`config.mk`:
```
export PLATFORM = sky130hd
export DESIGN_NAME = dfr_sample_sequencer
export DESIGN_NICKNAME = d
export VERILOG_FILES = /design/src/rtl/dfr_sample_sequencer.sv
export SDC_FILE = /design/constraint.sdc
export NUM_CORES = 1
export LEC_CHECK = 0
export ABC_AREA = 1
export CELL_PAD_IN_SITES_DETAIL_PLACEMENT = 1
export CELL_PAD_IN_SITES_GLOBAL_PLACEMENT = 1
export CORE_MARGIN = 3
export CORE_UTILIZATION = 37
export CTS_CLUSTER_DIAMETER = 60
export DETAILED_ROUTE_END_ITERATION = 6
export PLACE_DENSITY_LB_ADDON = 0.1
export RECOVER_POWER = 50
export SLEW_MARGIN = 0
export SYNTH_ARGS = -nofsm -noshare
export SYNTH_HDL_FRONTEND = slang
export SYNTH_SLANG_ARGS = --single-unit
export TNS_END_PERCENT = 5
```
`constraint.sdc`:
```
create_clock -name clk -period 2.7 [get_ports clk]
set_clock_uncertainty 0.15 [all_clocks]
set_input_delay 0.27 -clock clk [delete_from_list [all_inputs] [get_ports clk]]
set_output_delay 0.27 -clock clk [all_outputs]
set_load 0.01 [all_outputs]
```
`src/rtl/dfr_sample_sequencer.sv`:
```
// Batch sequencer: runs num_samples DFR core passes per host command, stepping the
// input/output window addresses and guarding each core handshake with a timeout.
//
// state       | meaning
// S_IDLE      | waiting for a host start; config latched on accept
// S_LAUNCH    | dfr_start high for one cycle
// S_WAIT_ACK  | waiting for the core to raise dfr_busy
// S_WAIT_DONE | waiting for the core to drop dfr_busy
// S_NEXT      | last sample check; step index and addresses
// S_FINISH    | done pulse, back to idle
module dfr_sample_sequencer #(
  parameter int ADDR_WIDTH     = 32,
  parameter int CNT_WIDTH      = 16,
  parameter int TIMEOUT_CYCLES = 65535
) (
  input  logic                  clk,
  input  logic                  rst,
  input  logic                  start,
  input  logic                  abort,
  input  logic [CNT_WIDTH-1:0]  num_samples,
  input  logic [ADDR_WIDTH-1:0] input_base_addr,
  input  logic [ADDR_WIDTH-1:0] input_stride,
  input  logic [ADDR_WIDTH-1:0] output_base_addr,
  input  logic [ADDR_WIDTH-1:0] output_stride,
  input  logic                  dfr_busy,
  output logic                  dfr_start,
  output logic [ADDR_WIDTH-1:0] dfr_input_addr,
  output logic [ADDR_WIDTH-1:0] dfr_output_addr,
  output logic [CNT_WIDTH-1:0]  sample_idx,
  output logic                  busy,
  output logic                  done,
  output logic                  timeout_err,
  output logic                  aborted
);

  localparam int TW = (TIMEOUT_CYCLES < 2) ? 1 : $clog2(TIMEOUT_CYCLES);
  localparam logic [TW-1:0] TO_LAST = TW'(TIMEOUT_CYCLES - 1);
  localparam bit TO_EN = (TIMEOUT_CYCLES != 0);

  typedef enum logic [2:0] {
    S_IDLE, S_LAUNCH, S_WAIT_ACK, S_WAIT_DONE, S_NEXT, S_FINISH
  } state_t;

  state_t                state, state_nxt;
  logic [CNT_WIDTH-1:0]  num_q;
  logic [ADDR_WIDTH-1:0] in_stride_q, out_stride_q;
  logic [TW-1:0]         to_cnt;
  logic                  to_expired;
  logic                  load, advance, to_hit, abort_hit;

  assign to_expired = TO_EN && (to_cnt == TO_LAST);

  always_comb begin
    state_nxt = state;
    dfr_start = 1'b0;
    busy      = 1'b1;
    done      = 1'b0;
    load      = 1'b0;
    advance   = 1'b0;
    to_hit    = 1'b0;
    abort_hit = 1'b0;
    case (state)
      S_IDLE: begin
        busy = 1'b0;
        if (start) begin
          load      = 1'b1;
          state_nxt = (num_samples == '0) ? S_FINISH : S_LAUNCH;
        end
      end
      S_LAUNCH: begin
        dfr_start = 1'b1;
        state_nxt = S_WAIT_ACK;
      end
      S_WAIT_ACK: begin
        if (dfr_busy) state_nxt = S_WAIT_DONE;
        else if (to_expired) begin
          to_hit    = 1'b1;
          state_nxt = S_FINISH;
        end
      end
      S_WAIT_DONE: begin
        if (!dfr_busy) state_nxt = S_NEXT;
        else if (to_expired) begin
          to_hit    = 1'b1;
          state_nxt = S_FINISH;
        end
      end
      S_NEXT: begin
        if (sample_idx == num_q - CNT_WIDTH'(1)) state_nxt = S_FINISH;
        else begin
          advance   = 1'b1;
          state_nxt = S_LAUNCH;
        end
      end
      S_FINISH: begin
        done      = 1'b1;
        state_nxt = S_IDLE;
      end
      default: state_nxt = S_IDLE;
    endcase
    // Abort overrides any timeout or step decided above in the same cycle.
    if (abort && (state inside {S_LAUNCH, S_WAIT_ACK, S_WAIT_DONE, S_NEXT})) begin
      abort_hit = 1'b1;
      to_hit    = 1'b0;
      advance   = 1'b0;
      state_nxt = S_FINISH;
    end
  end

  always_ff @(posedge clk) begin
    if (rst) begin
      state           <= S_IDLE;
      num_q           <= '0;
      in_stride_q     <= '0;
      out_stride_q    <= '0;
      dfr_input_addr  <= '0;
      dfr_output_addr <= '0;
      sample_idx      <= '0;
      to_cnt          <= '0;
      timeout_err     <= 1'b0;
      aborted         <= 1'b0;
    end else begin
      state <= state_nxt;
      if (state_nxt != state) to_cnt <= '0;
      else if (state == S_WAIT_ACK || state == S_WAIT_DONE) to_cnt <= to_cnt + 1'b1;

      if (load) begin
        num_q           <= num_samples;
        in_stride_q     <= input_stride;
        out_stride_q    <= output_stride;
        dfr_input_addr  <= input_base_addr;
        dfr_output_addr <= output_base_addr;
        sample_idx      <= '0;
        timeout_err     <= 1'b0;
        aborted         <= 1'b0;
      end else if (advance) begin
        sample_idx      <= sample_idx + 1'b1;
        dfr_input_addr  <= dfr_input_addr + in_stride_q;
        dfr_output_addr <= dfr_output_addr + out_stride_q;
      end

      if (to_hit)    timeout_err <= 1'b1;
      if (abort_hit) aborted     <= 1'b1;
    end
  end

endmodule

```
; ---- Word level (Yosys, flattened, before mapping)
; Cells that the tools add are included.
; Widths: inputs -> output; s select.
[classes]
n_addsub = 5
n_eq_ne = 8
n_mux = 29
n_reduce_logical = 10
[op_table]
columns = cell, n
row1 = $mux 32, 4
row2 = $add 32x32->32, 2
row3 = $add 16x1->16 const B, 2
row4 = $mux 3, 7
row5 = $eq 16x16->1, 1
row6 = $eq 16x16->1 const B, 1
row7 = $logic_not 16->1, 1
row8 = $mux 1, 16
row9 = $sub 16x1->16 const B, 1
row10 = $pmux 3 s5, 1
row11 = $eq 3x2->1 const B, 2
row12 = $eq 3x3->1 const B, 2
row13 = $reduce_bool 2->1, 3
row14 = $reduce_bool 4->1, 1
row15 = $reduce_or 2->1, 2
row16 = $eq 3x1->1 const B, 1
row17 = $logic_not 3->1, 1
row18 = $ne 3x3->1, 1
row19 = $pmux 1 s2, 1
row20 = $logic_and 1x1->1, 1
row21 = $logic_or 1x1->1, 1
[totals]
ff_bits = 181
elab_cells = 62

; ---- Longest topological paths before layout
[depth]
word_depth = 7
ltp_mapped = 19
ltp_nobuf = 18

; ---- Worst setup path before layout
; No wires, ideal clock.
[synth_path]
path_type = flip-flop to flip-flop
from = register dfr_input_addr[0]
to = register dfr_input_addr[22]
arrival_ps = 2239
path_slack_ps = 195
stages_incl_launch_ff = 16
path_buffers = 0
cell_sequence = dfxtp_1 > ha_1 > inv_1 > fa_1 > o21ai_0 > nand2_1 > nand2_1 > a21oi_1 > o21bai_1 > nand2_1 > nand2_1 > nand2_1 > nand2_1 > nand2_1 > a21oi_1 > nor2_1
[synth_via]
elab_chain_len = 3
[synth_lines]
columns = element, line_no
row1 = "start, declared", 27  ; output logic [ADDR_WIDTH-1:0] dfr_input_addr,
row2 = "start signal, assigned", 131  ; dfr_input_addr <= input_base_addr;
row3 = "start signal, assigned", 138  ; dfr_input_addr <= dfr_input_addr + in_stride_q;
row4 = $add 32x32->32, 138
row5 = $mux 32, 136  ; end else if (advance) begin
row6 = $mux 32, 127  ; if (load) begin
; Every way passes these cells. The select of a mux whose other input is x is not followed.
; A chain may end at the register's enable or synchronous reset.

; ---- Worst setup path after layout
[layout_path]
from = register num_q[3]
to = register dfr_output_addr[20]
[layout_via]
elab_chain_len = 6
[layout_lines]
columns = element, line_no
row1 = "start, declared", 45  ; logic [CNT_WIDTH-1:0] num_q;
row2 = "start signal, assigned", 128  ; num_q <= num_samples;
row3 = $sub 16x1->16, 89  ; if (sample_idx == num_q - CNT_WIDTH'(1)) state_nxt = S_FINISH;
row4 = $eq 16x16->1, 89
row5 = $mux 1, 89
row6 = $mux 1, 62  ; case (state)
row7 = $mux 1, 102  ; if (abort && (state inside {S_LAUNCH, S_WAIT_ACK, S_WAIT_DONE, S_NEXT})) begin
row8 = $reduce_bool 2->1 (no line), --
row9 = "end signal, assigned", 132  ; dfr_output_addr <= output_base_addr;
row10 = "end signal, assigned", 139  ; dfr_output_addr <= dfr_output_addr + out_stride_q;
row11 = "end, declared", 28  ; output logic [ADDR_WIDTH-1:0] dfr_output_addr,
; Every way passes these cells.

==> run summary <==
maximum VDD drop: 0.000525 V
gpl congestion: 0.897
sequential area share after synthesis: 30.9%
Clock transition at path regs: 0.07 ns
WL final: 43000 um
clock buffer depth: 2
Yosys warning count: 0
DRT iter0 DRCs: 530
top post-synthesis cells by area: dfxtp_1 (31%), nand2_1 (15%), a21oi_1 (9.0%), ha_1 (7.0%), nor2_1 (6.6%)
first-pass GRT wire length: 67800 um
Layout Cells excl Fill: 2426
Max Slew Vio Count: 0
total negative slack: 0 ns
via/cell ratio: 5.25
post-synthesis compound-gate area fraction: 18.0%
crit path launch type: flop
final setup violation count: 0
min Tclk post-route: 2.53 ns
number of global-route vias before repair: 13.1k
Post-route DRC: 0
post-synthesis xor/xnor area fraction: 5.50%
multiplexer share of the synthesized area: 0%
clock latency at the later pin of the worst-skew pair: 0.45 ns
RSZ-0062 raised after global routing: true
TritonCTS buffer count: 17
crit-path max FO: 21
number of enable flip-flop cells after synthesis: 0
commonest cells in the netlist: nand2_1 (479), a21oi_1 (211), nor2_1 (207)
R2R Setup Slk: 0.17 ns
layout cells sized above 1: 6.07%
status: complete, no violations
Initial Utilization: 37.9%
DRT Pass-1 Iters: 5
Layout area overhead: 31.9%
total clock sinks: 181
most frequent cell after synthesis: nand2_1
worst hold-check path type: input port to flop
Achievable Freq: 0.396 GHz
fin nets: 2233
Total GRT Usage: 24.8%
Top FF cell, synth: dfxtp_1
Synth Area in Simple Gates: 31.2%
initial antenna violation count: 3
placed cell count: 2389
Setup CP Type: flop to flop
pwr/cell area: 960 mW/mm2
actual slew at the worst max-slew pin: 0.802 ns
combinational family with the most area after synthesis: simple AND/OR/NAND/NOR gates
post-DR wirelength/cell: 17.7 um
post-detail-place hpwl: 33000 um
CTS tree: done
post-route cell area: 0.0155 mm2
Crit path arrival time: 2.71 ns
hold_buf cts: 0
grt ovf: 0
Rel. slew slack: 46.6%
Die ar.: 0.0339 mm2
largest area contributor in the netlist: dfxtp_1
Mapped Avg Cell Area: 6.57 um2
htree depth: 4
top cell type's share of synthesized area: 30.9%
max-cap violation count: 0
adder-cell share of the synthesized area: 7.39%
vias: 12.7k
row cnt: 64
crit path capture type: flop
period utilization: 93.6%
cell area after synthesis: 0.0117 mm2
Clock Root Buffer: clkbuf_16
syn_nets: 2001
Buffers on Ports: 233
Syn Inst Count: 1784
IO Count: 234
Placed Area: 0.0146 mm2
antenna viol nets, final: 0
post-synthesis register bit count: 181
Fin. Hold Viols: 0
count of cell types in the netlist: 46
Crit path required time: 2.88 ns
pin count of the biggest net entering global routing: 78
Die Height: 184 um
Chip Width: 184 um
Synth async-reset ratio: 0%
core box area: 0.0309 mm2
Static Leak: 0.00662 uW
sequential cells by signal, summed over array words and instances, names as in the netlist:
name,flops
aborted,1
timeout_err,1
to_cnt,16
dfr_output_addr,32
state,3
sample_idx,16
out_stride_q,32
in_stride_q,32
dfr_input_addr,32
num_q,16
worst max-delay path: stages, from the launching register on:
cell	delay [ns]
dfxtp_1	0.36
buf_4	0.17
nor2_4	0.13
nand2_4	0.09
nor2_4	0.18
nand3_1	0.10
nand2_1	0.08
nand2_1	0.07
inv_1	0.05
nand3_1	0.07
nor2_2	0.13
nand3_2	0.10
nand3_4	0.14
nand2_4	0.08
buf_4	0.22
o21ai_0	0.20
a21oi_1	0.06
power by group:
part           switching (uW)  total [uW]  leakage, uW  internal, uW
Combinational            4740        7820      0.00480          3080
Clock                    1150        2970     0.000332          1820
Sequential                661        4050      0.00148          3390
repair_timing:
| item | 4_1_cts | 5_1_grt |
|---|---|---|
| endpoints found under the setup margin | 12 | 96 |
| pin swaps | 0 | 8 |
| cloned | 0 | 0 |
| setup buffers | 0 | 4 |
| resized for setup | 3 | 36 |
per-stage QoR:
stage	hold WS, ns	total power [uW]	setup WS (ns)	util (%)
after global routing	0.135	16000	-0.0228	50.0
after CTS	0.0935	14900	0.0315	49.6
after global placement	0.304	11600	0.0608	47.3
after detailed placement	0.301	11800	-0.0109	47.3
final	0.118	14800	0.173	50.0
after floorplan	0.265	8860	0.195	-
final timing paths:
| check | from | end | depth (start not counted) |
|---|---|---|---|
| worst min register to register | timeout_err | timeout_err | 2 |
| worst min-delay path | rst | num_q[12] | 4 |
| worst max-delay path | num_q[3] | dfr_output_addr[20] | 16 |
| worst max register to register | num_q[3] | dfr_output_addr[20] | 16 |
per-layer routing:
layer  vias up  wire [um]  global-route usage, %
li1       6344          -                      -
met1      6083      19300                   31.3
met2       270      21000                   43.7
met3        42       1980                   4.49
met4         2        718                   6.32
met5         -         17                      0
layout by cell type (no fill, tap or decap), types with 8 or more instances in the layout:
cell / count
clkdlybuf4s50_1: 170
nor2_1: 203
o21ai_1: 8
xnor2_1: 33
inv_1: 129
o21ai_0: 119
nor3_1: 41
nand3_1: 73
dfxtp_1: 179
dlygate4sd3_1: 62
buf_4: 32
o21a_1: 10
a21oi_1: 207
nand4_1: 20
xor2_1: 38
clkbuf_16: 17
o21bai_1: 17
buf_12: 9
nand3b_1: 13
nand2_1: 478
ha_1: 64
layout make-up:
class | count | area (um2)
diodes | 2 | 5.00
clock buffers | 21 | 470
clock inverters | 10 | 216
fillers | 4031 | 15500
inverters | 136 | 518
multi-input cells | 1406 | 7380
flip-flops and latches | 181 | 3630
well taps | 396 | 495
repair buffers | 274 | 2750
cells by family after synthesis:
logic type                 Yosys count
adders and majority gates           68
DFF                                181
xor gates and xnor gates            72
and+or+nand+nor                    872
buffers and inverters              197
AOI/OAI and AO/OA                  394
No activity file was read; power rests on OpenSTA's default activity.
